==> src/rtl/mmm_seq_unit.sv <==
// mmm_seq_unit: self-sequenced radix-2 bit-serial Montgomery modular multiplier.
// Computes R = A * B * 2^-WIDTH mod M in WIDTH iterations, plus an optional final
// conditional subtraction, under a start/busy/done handshake.
//
// Ports:
//   clk    - clock, rising edge
//   rst    - synchronous reset, active-high (overrides en)
//   en     - global enable; 0 freezes FSM, counter, operand/result registers and done
//   start  - operation request, sampled only while idle and enabled
//   A, B   - operands (must be < M)
//   M      - modulus (must be odd)
//   busy   - high while an operation is in flight
//   done   - one-cycle pulse; R is valid from this cycle
//   R      - result register, held until the next done or reset
module mmm_seq_unit #(
  parameter int unsigned WIDTH     = 8,
  parameter bit          FINAL_SUB = 1'b1
) (
  input  logic             clk,
  input  logic             rst,
  input  logic             en,
  input  logic             start,
  input  logic [WIDTH-1:0] A,
  input  logic [WIDTH-1:0] B,
  input  logic [WIDTH-1:0] M,
  output logic             busy,
  output logic             done,
  output logic [WIDTH-1:0] R
);

  // Accumulator width: S < 2M plus one bit of headroom for the pre-shift sum.
  localparam int unsigned SW = WIDTH + 2;
  localparam int unsigned CW = (WIDTH > 1) ? $clog2(WIDTH) : 1;

  typedef enum logic [1:0] {StIdle, StIter, StSub, StDone} state_e;

  state_e           state_q, state_d;
  logic [CW-1:0]    cnt_q;
  logic [SW-1:0]    s_q;
  logic [WIDTH-1:0] a_q, b_q, m_q;
  logic [WIDTH-1:0] r_q;
  logic             done_q;

  // Ripple-carry adder over SW+1 bits; the extra top bit keeps every carry visible.
  function automatic logic [SW:0] rca(input logic [SW:0] x, input logic [SW:0] y,
                                      input logic cin);
    logic [SW:0] s;
    logic        c;
    c = cin;
    for (int k = 0; k <= int'(SW); k++) begin
      s[k] = x[k] ^ y[k] ^ c;
      c    = (x[k] & y[k]) | (c & (x[k] ^ y[k]));
    end
    return s;
  endfunction

  // Datapath
  logic          a_bit, q_bit, last_iter;
  logic [SW:0]   b_ext, m_ext, sum1, sum2, diff;
  logic [SW-1:0] s_iter, s_sub;

  always_comb begin
    a_bit     = a_q[cnt_q];
    q_bit     = s_q[0] ^ (a_bit & b_q[0]);
    b_ext     = {3'b000, b_q};
    m_ext     = {3'b000, m_q};
    sum1      = rca({1'b0, s_q}, a_bit ? b_ext : '0, 1'b0);
    sum2      = rca(sum1, q_bit ? m_ext : '0, 1'b0);
    // The sum is even by construction of q, so the shift drops nothing.
    s_iter    = sum2[SW:1];
    // S - M over SW+1 bits; the top bit is set exactly when S < M.
    diff      = rca({1'b0, s_q}, ~m_ext, 1'b1);
    s_sub     = diff[SW] ? s_q : diff[SW-1:0];
    last_iter = (cnt_q == CW'(WIDTH - 1));
  end

  // FSM: state register
  always_ff @(posedge clk) begin
    if (rst) begin
      state_q <= StIdle;
    end else if (en) begin
      state_q <= state_d;
    end
  end

  // FSM: next state
  always_comb begin
    state_d = state_q;
    case (state_q)
      StIdle: if (start) state_d = StIter;
      StIter: if (last_iter) state_d = FINAL_SUB ? StSub : StDone;
      StSub:  state_d = StDone;
      StDone: state_d = StIdle;
      default: state_d = StIdle;
    endcase
  end

  // FSM: outputs
  always_comb begin
    busy = (state_q != StIdle);
    done = done_q;
    R    = r_q;
  end

  // Operand capture, accumulator, counter and result register
  always_ff @(posedge clk) begin
    if (rst) begin
      cnt_q  <= '0;
      s_q    <= '0;
      a_q    <= '0;
      b_q    <= '0;
      m_q    <= '0;
      r_q    <= '0;
      done_q <= 1'b0;
    end else if (en) begin
      done_q <= 1'b0;
      case (state_q)
        StIdle: begin
          if (start) begin
            a_q   <= A;
            b_q   <= B;
            m_q   <= M;
            s_q   <= '0;
            cnt_q <= '0;
          end
        end
        StIter: begin
          s_q   <= s_iter;
          cnt_q <= cnt_q + 1'b1;
        end
        StSub: s_q <= s_sub;
        StDone: begin
          r_q    <= s_q[WIDTH-1:0];
          done_q <= 1'b1;
        end
        default: ;
      endcase
    end
  end

endmodule
==> config.mk <==
export PLATFORM = sky130hd
export DESIGN_NAME = mmm_seq_unit
export DESIGN_NICKNAME = d
export VERILOG_FILES = /design/src/rtl/mmm_seq_unit.sv
export SDC_FILE = /design/constraint.sdc
export NUM_CORES = 1
export LEC_CHECK = 0
export ABC_AREA = 0
export BUFFER_PORTS_ARGS = -buffer_cell sky130_fd_sc_hd__clkbuf_2
export CAP_MARGIN = 20
export CORE_ASPECT_RATIO = 2
export CORE_MARGIN = 3
export CORE_UTILIZATION = 40
export DETAILED_ROUTE_END_ITERATION = 12
export PLACE_DENSITY_LB_ADDON = 0.15
export SYNTH_ARGS = -nofsm -noshare
export SYNTH_HDL_FRONTEND = slang
export SYNTH_SLANG_ARGS = --single-unit
==> constraint.sdc <==
create_clock -name clk -period 6.1 [get_ports clk]
set_clock_uncertainty 0.2 [all_clocks]
set_input_delay 0.305 -clock clk [delete_from_list [all_inputs] [get_ports clk]]
set_output_delay 0.305 -clock clk [all_outputs]
set_load 0.1 [all_outputs]
==> flow_summary.json <==
{
  "yosysWarnings": 0,
  "r2r-start": "cnt_q[0]",
  "post-synth-top-count-cell": "nand2_1",
  "synthArstFlopShare": 0,
  "drt-initial-drc-count": 92,
  "die_height_um": 123.2,
  "synthesis.nets": 390,
  "antenna_cells": 0,
  "synth_seq_cells": 48,
  "ir_drop_v": 0.0001542,
  "use_met2": 0.3174,
  "syn_avg_cell_area_sq_um": 8.403,
  "relSlewSlack": 0.3229,
  "worstMarginPinSlew_ns": 1.013,
  "endpoint": "s_q[8]",
  "start_util": 0.4150,
  "p_int_w": 0.0005303,
  "port_buffers": 37,
  "drc": 0,
  "netlist.area_leader.share": 0.3497,
  "dp_cells": 436,
  "yosysTopAreaCell": "dfxtp_1",
  "setup_tns_ns": 0,
  "clockBufferDepth": 2,
  "overflow": 0,
  "clkPwrFrac": 0.397,
  "finalHoldViolCount": 0,
  "netlist_top_cells_count": "79 x nand2_1, 48 x dfxtp_1, 45 x a21oi_1",
  "power_density_nw_per_um2": 228.3,
  "clk_pin_slew_ns": 0.06,
  "placed_area_sq_um": 2973,
  "reg2reg_depth": 25,
  "wl_per_cell_um": 13.26,
  "r2r-end": "s_q[8]",
  "gp_congestion": 0.8324,
  "drt_first_pass_iters": 5,
  "fin_crit_sh": 0.9330,
  "synth_edf_count": 0,
  "switching_share": 0.2595,
  "ys.flop_type": "dfxtp_1",
  "pin_count": 38,
  "crit_path_end_kind": "flop",
  "syn-instance-count": 327,
  "fin_area_sq_um": 3137,
  "arrival_ns": 5.70,
  "grt_max_degree": 49,
  "clock-sinks": 48,
  "first_global_vias": 2233,
  "crit_type": "flop to flop",
  "worstSetupStartpointType": "flop",
  "slew_viol_final": 0,
  "worst-path-max-fanout": 8,
  "status": "complete, no violations",
  "leakage_nw": 1.327,
  "met3_usage": 0.03091,
  "synthTopCellsByArea": "dfxtp_1 35%, fa_1 16%, nand2_1 11%",
  "dieWidth_um": 64.61,
  "htreeDepth": 2,
  "core_sq_um": 6621,
  "final_antenna_net_count": 0,
  "cts_tree": "done",
  "synth-seq-area-share": 0.3497,
  "row_count": 42,
  "fin_crit_ns": 5.691,
  "setup_viol": 0,
  "insertion_delay_ns": 0.29,
  "hpwlAfterDp_um": 4611,
  "grt_usage": 0.1681,
  "critPathLaunch": "cnt_q[0]",
  "drv_cap": 0,
  "finalNonFillerCells": 443,
  "grt_antenna_before_repair": 0,
  "r2r_slack_ns": 0.41,
  "synth_area_sq_um": 2748,
  "cts_hold_buf": 0,
  "grt_pass1_wl_um": 10210,
  "combinationalPowerShare": 0.138,
  "areaGrowthSynthToFinish_pct": 14.16,
  "layout-drive-gt1-share": 0.1437,
  "rsz0062_at_grt": "no",
  "cts_inserted_buffers": 5,
  "postRouteWirelength_um": 5876,
  "fillCellCount": 716,
  "nNetsFinal": 418,
  "synth_cell_types": 26,
  "vias": 2160,
  "clock-root-buffer": "clkbuf_16",
  "die_area_sq_um": 7960,
  "p_seq_frac": 0.465,
  "hold_class": "input pin to flop",
  "required_ns": 6.11,
  "viasPerCell": 4.876,
  "gr-usage-met1": 0.1701,
  "fmax_ghz": 0.1757,
  "switchingPower_w": 0.0001858,
  "grt-busiest-layer": "met2"
}
## critical path, stage by stage (launching register included)
cell and delay, ns:
dfxtp_2 0.42, mux2i_1 0.10, and3_4 0.19, nor4_4 0.27
and2_1 0.16, ha_1 0.13, inv_1 0.05, fa_1 0.35
inv_1 0.08, fa_1 0.16, inv_1 0.05, fa_1 0.47
inv_1 0.05, fa_1 0.43, fa_1 0.36, inv_1 0.08
fa_1 0.15, inv_1 0.05, fa_1 0.40, fa_1 0.38
ha_1 0.22, fa_1 0.48, nand2_1 0.05, o21ai_0 0.08
nand3_1 0.09, a21oi_1 0.13
## state kept, by name (all words and copies together), names as in the netlist
register	flops
R	8
state_q	2
a_q	8
b_q	8
done	1
s_q	10
m_q	8
cnt_q	3
## cell usage in the layout, fill, tap and decap left out
cell and count:
a2111oi_2 1, a21o_1 1, a21oi_1 45, a22o_1 4
and2_1 12, and3_1 2, and3_4 1, buf_4 1
clkbuf_16 5, clkbuf_2 37, clkbuf_8 2, dfxtp_1 47
dfxtp_2 1, fa_1 22, ha_1 13, inv_1 37
mux2_1 3, mux2i_1 4, nand2_1 79, nand2b_1 2
nand3_1 21, nor2_1 4, nor2b_1 1, nor3b_2 2
nor4_4 1, o211ai_1 1, o21ai_0 4, o22ai_1 2
## per-stage QoR
stage | hold WS, ns | total power (W) | worst slack (ns) | util
2_1_floorplan | 0.2317 | 0.0004092 | 0.5447 | -
3_3_place_gp | 0.2395 | 0.0004379 | 0.2995 | 0.4490
3_5_place_dp | 0.2462 | 0.0004397 | 0.2417 | 0.4490
4_1_cts | 0.02706 | 0.0007257 | 0.2133 | 0.4720
5_1_grt | 0.03599 | 0.0007468 | 0.04023 | 0.4737
6_report | 0.03067 | 0.0007161 | 0.4090 | 0.4737
## metal layers
metal  routed length [um]  part of all wire  vias to the layer above
li1                     -                 -                     1100
met2                 3309              0.56                       44
met5                    0                 0                        -
met1                 2154              0.37                     1001
met4                  206             0.035                        0
met3                  206             0.035                       15
## power groups by stage
stage                      logic, W  clock network (W)  registers (W)
after floorplan           0.0000726                  0       0.000337
after global placement    0.0000977                  0       0.000340
after detailed placement  0.0000994                  0       0.000340
after CTS                  0.000100           0.000292       0.000333
after global routing       0.000112           0.000300       0.000335
final                     0.0000986           0.000285       0.000333
## worst min path at each step
stage | start | end | slack, ns | depth (start not counted)
floorplan | b_q[0] | b_q[0] | 0.23 | 2
global placement | b_q[2] | b_q[2] | 0.24 | 2
detailed placement | b_q[2] | b_q[2] | 0.25 | 2
CTS | A[6] | a_q[6] | 0.03 | 3
global route | M[1] | m_q[1] | 0.04 | 3
finish | M[3] | m_q[3] | 0.03 | 3
## final cells by class
cell class	count	area (sq um)	share of cell area
sequential	48	962.2	0.3067
clock buffer	7	152.6	0.04866
timing repair buffer	38	192.7	0.06143
inverter	37	138.9	0.04428
multi-input combinational	225	1580	0.5038
tap	88	110.1	0.03510
## kinds of logic (layout without fill, tap and decap cells)
family,after synthesis,count (layout),synth area share
AO/OA/AOI/OAI,58,58,0.1175
AND/OR/NAND/NOR,125,125,0.2076
multiplexers,7,7,0.02687
adder cells (fa/ha/maj),35,35,0.2195
flip-flops,48,48,0.3497
buffers and inverters,54,82,0.07878
## timing repair
| item | CTS | global route |
|---|---|---|
| endpoints found under the hold margin | 0 | 0 |
| setup endpoints to repair | 0 | 2 |
| setup buffers | 0 | 0 |
| gates resized for setup | 0 | 3 |
Power figures use the tool's default switching activity.
